**src/rtl/p18_block_hit_pkg.sv**
```systemverilog
// Shared p18 definitions: playfield geometry, score width and the hit-test FSM encoding.
package p18_block_hit_pkg;

  localparam int P18_NUM_ROWS = 15;
  localparam int P18_NUM_COLS = 13;
  localparam int P18_SCORE_W  = 8;
  localparam int P18_IDX_W    = 4;

  typedef enum logic [2:0] {
    ST_IDLE  = 3'd0,
    ST_SEEK  = 3'd1,
    ST_CHECK = 3'd2,
    ST_WRITE = 3'd3,
    ST_DONE  = 3'd4
  } p18_state_e;

  // Row index advance with wrap at n rows.
  function automatic logic [P18_IDX_W-1:0] wrap_inc(input logic [P18_IDX_W-1:0] v, input int n);
    return (int'(v) == n - 1) ? '0 : v + 1'b1;
  endfunction

endpackage

```
**src/rtl/p18_block_hit.sv**
```systemverilog
// Ball/block hit test: rotates the block store to the target row, tests one bit,
// clears it on a hit and keeps the score.
module p18_block_hit
  import p18_block_hit_pkg::*;
#(
  parameter int NUM_ROWS = P18_NUM_ROWS,
  parameter int NUM_COLS = P18_NUM_COLS
) (
  input  logic                   clk,
  input  logic                   nRst,
  input  logic                   req,
  input  logic [P18_IDX_W-1:0]   ball_row,
  input  logic [P18_IDX_W-1:0]   ball_col,
  input  logic                   game_reset,
  input  logic [NUM_COLS-1:0]    line,
  output logic [NUM_COLS-1:0]    new_line,
  output logic                   write_line,
  output logic                   next_line,
  output logic                   reset_state,
  output logic                   busy,
  output logic                   done,
  output logic                   hit,
  output logic                   row_cleared,
  output logic [P18_SCORE_W-1:0] score
);

  // Handshake: req is sampled only while busy is low; each accepted req yields
  // exactly one done pulse (unless aborted by game_reset); req while busy is dropped.

  p18_state_e             state_q, state_d;
  logic [P18_IDX_W-1:0]   row_q, row_d;
  logic [P18_IDX_W-1:0]   col_q, col_d;
  logic [P18_IDX_W-1:0]   cur_row_q, cur_row_d;
  logic [P18_SCORE_W-1:0] score_q, score_d;
  logic                   hit_res_q, hit_res_d;
  logic                   clr_res_q, clr_res_d;
  logic                   hit_q, hit_d;
  logic                   row_cleared_q, row_cleared_d;
  logic                   done_q, done_d;

  logic [NUM_COLS-1:0]    col_mask;
  logic [NUM_COLS-1:0]    cleared_line;
  logic                   req_bad;

  assign col_mask     = NUM_COLS'(1) << col_q;
  assign cleared_line = line & ~col_mask;
  assign req_bad      = ({1'b0, ball_row} >= 5'(NUM_ROWS)) || ({1'b0, ball_col} >= 5'(NUM_COLS));

  always_ff @(posedge clk or negedge nRst) begin
    if (!nRst) begin
      state_q       <= ST_IDLE;
      row_q         <= '0;
      col_q         <= '0;
      cur_row_q     <= '0;
      score_q       <= '0;
      hit_res_q     <= 1'b0;
      clr_res_q     <= 1'b0;
      hit_q         <= 1'b0;
      row_cleared_q <= 1'b0;
      done_q        <= 1'b0;
    end else begin
      state_q       <= state_d;
      row_q         <= row_d;
      col_q         <= col_d;
      cur_row_q     <= cur_row_d;
      score_q       <= score_d;
      hit_res_q     <= hit_res_d;
      clr_res_q     <= clr_res_d;
      hit_q         <= hit_d;
      row_cleared_q <= row_cleared_d;
      done_q        <= done_d;
    end
  end

  // Results are staged in *_res and only published on done, so an aborted
  // request never disturbs the visible hit/row_cleared.
  always_comb begin
    state_d       = state_q;
    row_d         = row_q;
    col_d         = col_q;
    cur_row_d     = cur_row_q;
    score_d       = score_q;
    hit_res_d     = hit_res_q;
    clr_res_d     = clr_res_q;
    hit_d         = hit_q;
    row_cleared_d = row_cleared_q;
    done_d        = 1'b0;
    if (game_reset) begin
      state_d   = ST_IDLE;
      cur_row_d = '0;
      score_d   = '0;
    end else begin
      case (state_q)
        ST_IDLE: begin
          if (req) begin
            row_d     = ball_row;
            col_d     = ball_col;
            hit_res_d = 1'b0;
            clr_res_d = 1'b0;
            state_d   = req_bad ? ST_DONE : ST_SEEK;
          end
        end
        ST_SEEK: begin
          if (cur_row_q != row_q) cur_row_d = wrap_inc(cur_row_q, NUM_ROWS);
          else                    state_d   = ST_CHECK;
        end
        ST_CHECK: begin
          hit_res_d = |(line & col_mask);
          state_d   = (|(line & col_mask)) ? ST_WRITE : ST_DONE;
        end
        ST_WRITE: begin
          clr_res_d = (cleared_line == '0);
          score_d   = score_q + 1'b1;
          state_d   = ST_DONE;
        end
        ST_DONE: begin
          done_d        = 1'b1;
          hit_d         = hit_res_q;
          row_cleared_d = clr_res_q;
          state_d       = ST_IDLE;
        end
        default: state_d = ST_IDLE;
      endcase
    end
  end

  always_comb begin
    busy        = (state_q != ST_IDLE);
    reset_state = game_reset;
    next_line   = 1'b0;
    write_line  = 1'b0;
    if (!game_reset) begin
      next_line  = (state_q == ST_SEEK) && (cur_row_q != row_q);
      write_line = (state_q == ST_WRITE);
    end
    new_line = write_line ? cleared_line : line;
  end

  assign done        = done_q;
  assign hit         = hit_q;
  assign row_cleared = row_cleared_q;
  assign score       = score_q;

endmodule

```
**config.mk**
```make
export PLATFORM = sky130hd
export DESIGN_NAME = p18_block_hit
export DESIGN_NICKNAME = d
export VERILOG_FILES = /design/src/rtl/p18_block_hit_pkg.sv /design/src/rtl/p18_block_hit.sv
export SDC_FILE = /design/constraint.sdc
export NUM_CORES = 1
export LEC_CHECK = 0
export BUFFER_PORTS_ARGS = -buffer_cell sky130_fd_sc_hd__buf_2
export CORE_ASPECT_RATIO = 0.5
export CORE_MARGIN = 2
export CORE_UTILIZATION = 35
export CTS_BUF_LIST = sky130_fd_sc_hd__clkbuf_4
export DETAILED_ROUTE_END_ITERATION = 10
export PLACE_DENSITY_LB_ADDON = 0.05
export SLEW_MARGIN = 20
export SYNTH_ARGS = -nofsm -noshare
export SYNTH_HDL_FRONTEND = slang
export SYNTH_SLANG_ARGS = --single-unit
export TNS_END_PERCENT = 5
```
**constraint.sdc**
```tcl
create_clock -name clk -period 3.3 [get_ports clk]
set_input_delay 0.99 -clock clk [delete_from_list [all_inputs] [get_ports clk]]
set_output_delay 0.99 -clock clk [all_outputs]
set_load 0.01 [all_outputs]
```
# Word-level counts from Yosys, hierarchy flattened

Index checks and enable logic that the tools add are counted.

Register bits: 28
Input bits: 25
Output and inout bits: 28

Add/subtract/negate cells: 2
Order comparisons: 2
Equality and inequality tests: 9
Shifts and indexed selects: 1
Multiplexer cells: 20
Bitwise operators: 4
Reduce and logical (&&, ||, !) cells: 17

Operator list:

| cell                   | number |
|---|---|
| $and A13 B13 Y13       | 2 |
| $mux W4                | 4 |
| $mux W8                | 2 |
| $mux W3                | 5 |
| $logic_not A13 Y1      | 1 |
| $mux W13               | 1 |
| $not A13 Y13           | 1 |
| $reduce_or A13 Y1      | 1 |
| $shl A1 B4 Y13 const A | 1 |
| $pmux W3 S4            | 1 |
| $reduce_bool A2 Y1     | 5 |
| $reduce_and A3 Y1      | 3 |
| $add A8 B1 Y8 const B  | 1 |
| $ge A4 B4 Y1 const B   | 2 |
| $eq A3 B2 Y1 const B   | 2 |
| $ne A3 B3 Y1 const B   | 2 |
| $reduce_and A2 Y1      | 3 |
| $mux W1                | 5 |
| $add A4 B1 Y4 const B  | 1 |
| $eq A4 B2 Y1 const B   | 1 |
| $ne A4 B4 Y1           | 1 |
| $pmux W1 S2            | 2 |
| $eq A3 B1 Y1 const B   | 1 |
| $eq A3 B3 Y1 const B   | 1 |
| other kinds (6)        | 6 |

# Longest topological paths before layout

Gate-level depths: netlist (run 1).

Depth after elaboration: 6
Mapped depth: 7

# Least setup slack after synthesis (run 1)

OpenSTA, ideal clock, no wires.

Path type: in2out
From: input port game_reset
To: output port new_line[0]
Data arrival time: 2.117 ns
Path slack: 0.193 ns
Stages on the path: 6
Path buffers: 2
Cell sequence: buf_2 > nor2_1 > and2_1 > clkbuf_1 > nand2_1 > o31a_1

Cells in the longest elaborated chain, start to end: 2

Ends and longest elaborated chain:

| element              | line                 | RTL |
|---|---|---|
| start: declaration   | p18_block_hit.sv:14  | `input logic game_reset,` |
| $mux W1              | p18_block_hit.sv:132 | `if (!game_reset) begin` |
| named net write_line | p18_block_hit.sv:17  | `output logic write_line,` |
| $mux W13             | p18_block_hit.sv:136 | `new_line = write_line ? cleared_line : line;` |
| end: declaration     | p18_block_hit.sv:16  | `output logic [NUM_COLS-1:0] new_line,` |

The timed path passes the listed nets, and every way through them passes these cells.

# Worst setup path in the final report (run 1)

From: input port game_reset
To: output port new_line[8]

Cells in the longest elaborated chain, start to end: 2

Ends and longest elaborated chain:

| element  | line |
|---|---|
| $mux W1  | p18_block_hit.sv:132 |
| $mux W13 | p18_block_hit.sv:136 |

Every way passes these cells.

==> key figures, run 1 <==
Global route
  • Initial antenna violation count: 0
  • Total GRT Usage: 0.152
  • Largest net degree at the start of global routing: 29
  • Vias in the first global route: approximately 1500
  • First-pass GRT wire length: 7.36 mm
  • Total grt overflow: 0

Logic synthesis
  • Post-Synth Adder-Cell Area: 0.0201
  • Synth Flop Type: dfrtp_1
  • Syn avg cell area: 9.32 sq um
  • Synth unique cells: 47
  • Simple-gate share of the synthesized area: 0.220
  • Number of flops mapped to enable cells by yosys: 0
  • Xor-xnor portion of the synthesized cell area: 0.0517
  • Largest family of logic cells by synthesized area: simple AND/OR/NAND/NOR gates
  • Syn. warnings: 0
  • Synth Area in Compound Gates: 0.171
  • Seq/Total Area, Yosys: 0.376
  • Post-Synthesis Cell Area: 1860 sq um
  • Async SR Flop Fraction: 1.00
  • Synthesized instance count: 200
  • Mux cell area share after synthesis: 0.101
  • Syn_nets: around 230
  • FF+latch count, synth: 28

Route
  • Post-route DRC: 0
  • Avg WL per Cell: 13.9 um
  • Routed wire length: 4.35 mm
  • Vias after detailed routing: 1620
  • Via-per-instance ratio: 5.16
  • Initial DRC count: 89
  • TritonRoute pass-1 iters: 4
  • Post-DRT Antenna Nets: 0

Timing
  • Setup TNS: 0 ps
  • Final critical-path share of the clock period: 0.933
  • Actual slew at the worst max-slew pin: 625 ps
  • RSZ-0062 raised after global routing: false
  • Fin crit period: 3080 ps
  • Slew margin rel.: 0.584
  • Max frequency: about 320 MHz
  • Final Hold Vio Count: 0
  • Final setup skew: between 5 and 6 ps
  • Max Slew Vio Count: 0
  • Final setup violation count: 0

Placed design
  • # port buffers: 52
  • Dpl cells: 310
  • Post-DP HPWL: 3.22 mm
  • RD Place Congestion: 0.758

Worst setup path
  • Worst path depth: 6
  • Crit path kind: primary input to output port
  • Slowest stage cell, crit path: o31a_1
  • Worst Path Arrival: 2090 ps
  • WP data required: 2310 ps
  • CP endpoint kind: output port
  • Crit path max-delay family: simple AND/OR/NAND/NOR gates
  • Critical path launch point type: primary input
  • FF-to-FF setup slack: 1260 ps
  • Slowest stage delay, CP: 270 ps
  • Worst reg2reg path depth: 5
  • Crit path launch: game_reset
  • Worst path bufs/invs: 2
  • RR Startpoint: col_q[1]$_DFFE_PN0P_
  • CP dominant cell by count: buf_2
  • Critical Path Fanout Max: 6
  • CP cell instances: buf_2 -> nor2_1 -> and2_2 -> nand2_1 -> o31a_1 -> buf_2
  • R2R Path End: state_q[1]$_DFFE_PN0P_
  • Setup crit end: new_line[8]

Cells and area
  • Finished Layout Cells: 314
  • Layout cell share with drive strength beyond 1: 0.316
  • Nets@finish: 273
  • Synth-to-Final Area Change: 16.7%
  • Ant diodes: 0

Floorplanning
  • Die height: between 50 and 60 um
  • Die area: 5960 sq um
  • Die X: approximately 110 um
  • Std cell rows: 18
  • Core area: 5020 sq um
  • I/O pin total: 53
  • Initial Util: 0.371

Clock network
  • Number of buffers created by CTS: 3
  • Clock Root Buffer: clkbuf_4
  • Hold_buf cts: 0
  • Clk_lat worst skew: around 330 ps
  • CTS tree: built
  • Max H-tree Level: 1
  • Clock transition at path regs: 140 ps
  • Clock buffer depth: 2
  • Clock sinks: 28

Power and ir drop
  • Total power: about 0.0012 W
  • Power Dens Cells: around 560 nW/um^2
  • Leak: about 1.0 nW
  • Max IR drop VDD: approximately 0.19 mV

Job
  • Max Cap Viol: 0

Hold path
  • Worst hold-check path type: flop to flop

Outcome
  • Outcome: complete, no violations
==> worst min-delay path by stage <==
| stage | to | cells past startpoint | startpoint | slack (ps) |
|---|---|---|---|---|
| 6_report | hit$_DFFE_PN0P_ | 1 | hit$_DFFE_PN0P_ | 520 |
| 5_1_grt | row_cleared$_DFFE_PN0P_ | 1 | row_cleared$_DFFE_PN0P_ | 540 |
| 4_1_cts | row_cleared$_DFFE_PN0P_ | 1 | row_cleared$_DFFE_PN0P_ | 520 |
| 3_5_place_dp | row_cleared$_DFFE_PN0P_ | 1 | row_cleared$_DFFE_PN0P_ | 490 |
| 3_3_place_gp | hit$_DFFE_PN0P_ | 1 | hit$_DFFE_PN0P_ | 480 |
| 2_1_floorplan | clr_res_q$_DFFE_PN0P_ | 2 | clr_res_q$_DFFE_PN0P_ | 460 |
==> logic make-up (layout without fill, tap and decap cells) <==
| group | after synthesis | count (layout) |
|---|---|---|
| compound gates | 46 | 46 |
| flops | 28 | 28 |
| buf+inv | 22 | 66 |
| xor+xnor | 11 | 11 |
| mux | 17 | 17 |
| simple gates | 73 | 73 |
| fa+ha+maj | 3 | 3 |
==> metal layers <==
layer / up-vias / wire [um] / GRT usage
met1: 763 / 2200 / 0.217
met2: 46 / 1810 / 0.233
met4: 0 / 19 / 0.0223
met3: 2 / 315 / 0.0445
li1: 809 / - / -
met5: - / 0 / 0
==> what timing repair did <==
item / in CTS / in global routing
gates resized for setup: 0 / 1
hold endpoints to repair: 0 / 0
setup buffers: 0 / 0
endpoints found under the setup margin: 0 / 1
==> placed cells by master (no fill, tap or decap), types with 5 or more instances in the layout <==
cell      n
nand4_1   5
mux2_2   14
dfrtp_1  28
a21oi_1   8
o31ai_1   5
xor2_1   10
nor3b_1   6
nand2_1  18
inv_1     7
buf_2    52
nor2_1   16
o21ai_0   6
o21a_1    9
==> final cells by class <==
class                           count  area, sq um
Timing Repair Buffer               55          283
Clock inverter                      1         3.75
Fill cell                         536         2850
Clock buffer                        3         22.5
Sequential cell                    28          701
Tap cell                           70         87.6
Multi-Input combinational cell    150         1050
Inverter                            7         26.3
==> sequential cells by signal (all words and copies together), names as in the netlist <==
name / count
cur_row_q: 4
score: 8
state_q: 3
hit: 1
done: 1
row_cleared: 1
hit_res_q: 1
col_q: 4
clr_res_q: 1
row_q: 4
==> worst reg2reg max path, stage by stage, from the launching register on <==
cell and delay, ps:
dfrtp_1 760, mux2_2 410, a222oi_1 290, o2111a_1 290
or3_4 150, nand2_1 50
==> power by group <==
part / leakage, nW / internal [W] / total [W] / switching, W
logic: 0.622 / 0.000257 / 0.000514 / 0.000257
clock network: 0.0154 / 0.0000444 / 0.000144 / 0.0000992
registers: 0.371 / 0.000415 / 0.000558 / 0.000143
total: 1.01 / 0.000716 / 0.00122 / 0.000499
==> metrics by stage <==
step | hold WS [ps] | util | worst slack (ps) | cell area, sq um
4_1_cts | 523 | 0.433 | 168 | 2170
3_5_place_dp | 491 | 0.428 | 169 | 2150
5_1_grt | 542 | 0.433 | 44.8 | 2170
2_1_floorplan | 460 | - | 193 | 1860
6_report | 516 | 0.433 | 222 | 2170
3_3_place_gp | 485 | 0.428 | 181 | 2150
==> synthesized netlist by cell type, types with 4 or more instances <==
cell type,number,area share
a21oi_1,8,0.021
and3_1,4,0.013
buf_2,6,0.016
buf_4,4,0.016
clkbuf_1,4,0.0081
dfrtp_1,28,0.38
inv_1,7,0.014
mux2_2,14,0.085
nand2_1,18,0.036
nand4_1,5,0.017
nor2_1,16,0.032
nor3b_1,6,0.024
o21a_1,9,0.036
o21ai_0,6,0.016
o31ai_1,5,0.020
xor2_1,10,0.047
Power figures use the tool's default switching activity.
==> inputs of run 2 (changes only) <==
- CTS_BUF_LIST: sky130_fd_sc_hd__clkbuf_4 -> unset
==> run 2 against run 1 <==
Against the previous run:
- clock skew shrank 3.3 ps
- worst setup slack lost 1.0 ps
- die area is the same
- routed wire length grew 0.67%
- core utilization grew 0.57 points
- sequential power is essentially flat
- count of clock-buffer cells in the layout grew 1
- cell count is the same
==> key figures, run 2 (same netlist as run 1, synthesis figures left out) <==
Worst setup path
  • Worst Path Arrival: 2090 ps
  • CP cell instances: buf_2 -> nor2_1 -> and2_2 -> nand2_1 -> o31a_1 -> buf_2
  • WP data required: 2310 ps
  • CP dominant cell by count: buf_2
  • Slowest stage delay, CP: 270 ps
  • Critical path launch point type: primary input
  • FF-to-FF setup slack: 1260 ps
  • Crit path launch: game_reset
  • Critical Path Fanout Max: 6
  • R2R Path End: state_q[0]$_DFFE_PN0P_
  • CP endpoint kind: output port
  • Worst reg2reg path depth: 5
  • RR Startpoint: col_q[1]$_DFFE_PN0P_
  • Slowest stage cell, crit path: o31a_1
  • Crit path kind: primary input to output port

Hold path
  • Worst hold path endpoint: hit$_DFFE_PN0P_
  • Worst hold-check path type: flop to flop
  • Hold path start: hit$_DFFE_PN0P_
  • WHS Path Cells: 1

Power and ir drop
  • Power Dens Cells: 584 nW/um^2
  • Max IR drop VDD: 0.187 mV
  • Leak: 1.02 nW

Placed design
  • Post-DP HPWL: between 3 and 4 mm
  • Pre-CTS WS: approximately 170 ps
  • Cell Area, Placed: roughly 2100 sq um
  • RD Place Congestion: 0.758
  • # port buffers: 52

Clock network
  • Max H-tree Level: 1
  • Clock Root Buffer: clkbuf_8
  • CTS tree: built
  • Clock sinks: 28
  • Clock buffer depth: 2
  • Number of buffers created by CTS: 3
  • Postcts setup bufs: 0
  • Clk_lat worst skew: between 200 and 300 ps
  • Clock transition at path regs: 90 ps

Global route
  • Initial antenna violation count: 0
  • Largest net degree at the start of global routing: 29
  • Vias in the first global route: 1542
  • First-pass GRT wire length: 7.36 mm
  • Total grt overflow: 0
  • Total GRT Usage: 0.152

Job
  • Max Cap Viol: 0

Cells and area
  • Ant diodes: 0
  • Commonest cells after routing, fill and taps aside: 52 x buf_2, 28 x dfrtp_1, 18 x nand2_1
  • Area occupied by multi-input gates: around 1100 sq um
  • Nets@finish: 273
  • Commonest non-fill, non-tap cell in the layout: buf_2
  • Synth-to-Final Area Change: 18.3%
  • Layout fillers: 532
  • Max reg flops: 8
  • Final Cell Area: 2200 sq um
  • Util after Layout: 0.439
  • Layout cell share with drive strength beyond 1: 0.320
  • Register area: 701 sq um

Floorplanning
  • Std cell rows: 18
  • Die height: 55.6 um
  • I/O pin total: 53
  • Core area: 5020 sq um
  • Initial Util: 0.371
  • Die area: 5960 sq um
  • Die X: 107 um

Route
  • TritonRoute pass-1 iters: 4
  • Initial DRC count: 98
  • Vias after detailed routing: 1622
  • Routed wire length: 4.38 mm
  • Post-DRT Antenna Nets: 0
  • Avg WL per Cell: approximately 14 um
  • Post-route DRC: 0
  • Via-per-instance ratio: between 5 and 6

Timing
  • Final setup violation count: 0
  • Max frequency: approximately 320 MHz
  • Max Slew Vio Count: 0
  • Final setup skew: 1.97 ps
  • Actual slew at the worst max-slew pin: approximately 630 ps
  • WHS: between 500 and 600 ps
  • Setup ws final: 221 ps
  • Final critical-path share of the clock period: 0.933
  • Final Hold Vio Count: 0
  • Fin crit period: around 3100 ps
  • Setup TNS: 0 ps
  • RSZ-0062 raised after global routing: false
  • Slew margin rel.: 0.577

Outcome
  • Outcome: complete, no violations
run 2: changes by cell type in the layout (fill, tap and decap cells not counted):
cell and delta:
clkinv_1 -1, clkbuf_4 -3, clkbuf_8 +4
run 2: timing repair:
action / in CTS / in global routing
setup endpoints to repair: 0 / 1
hold buffers: 0 / 0
hold endpoints to repair: 0 / 0
gates resized for setup: 0 / 1
run 2: worst max path at each step:
stage / end / depth (start not counted) / slack, ps
6_report: new_line[8] / 6 / 220
3_5_place_dp: new_line[4] / 7 / 170
3_3_place_gp: new_line[4] / 7 / 180
5_1_grt: new_line[4] / 7 / 40
2_1_floorplan: new_line[0] / 6 / 190
4_1_cts: new_line[4] / 7 / 170
run 2: metal layers:
metal	routed length, um	global-route usage
met1	2230	0.217
met2	1830	0.233
met3	308	0.0410
met4	13	0.0278
met5	0	0
run 2: critical path: cells and delay by family:
family / cells / cell delay (ps)
AND/OR/NAND/NOR: 3 / 590
AO/OA/AOI/OAI: 1 / 270
buffers and inverters: 2 / 250
run 2: report_power, final:
part | internal (W) | switching (W) | total, W
Combinational | 0.000257 | 0.000257 | 0.000513
Sequential | 0.000416 | 0.000144 | 0.000559
Clock | 0.000107 | 0.000106 | 0.000213
run 2: layout make-up:
cell class	instances	area share
clock buffer	4	0.0250
inverter	7	0.0119
multi-input combinational	150	0.477
sequential	28	0.318
tap	70	0.0398
timing repair buffer	55	0.128
run 2: through the flow:
step,total power (W),cells
4_1_cts,0.00130,314
5_1_grt,0.00140,314
6_report,0.00129,314
3_3_place_gp,0.00108,310
3_5_place_dp,0.00108,310
2_1_floorplan,0.000967,200
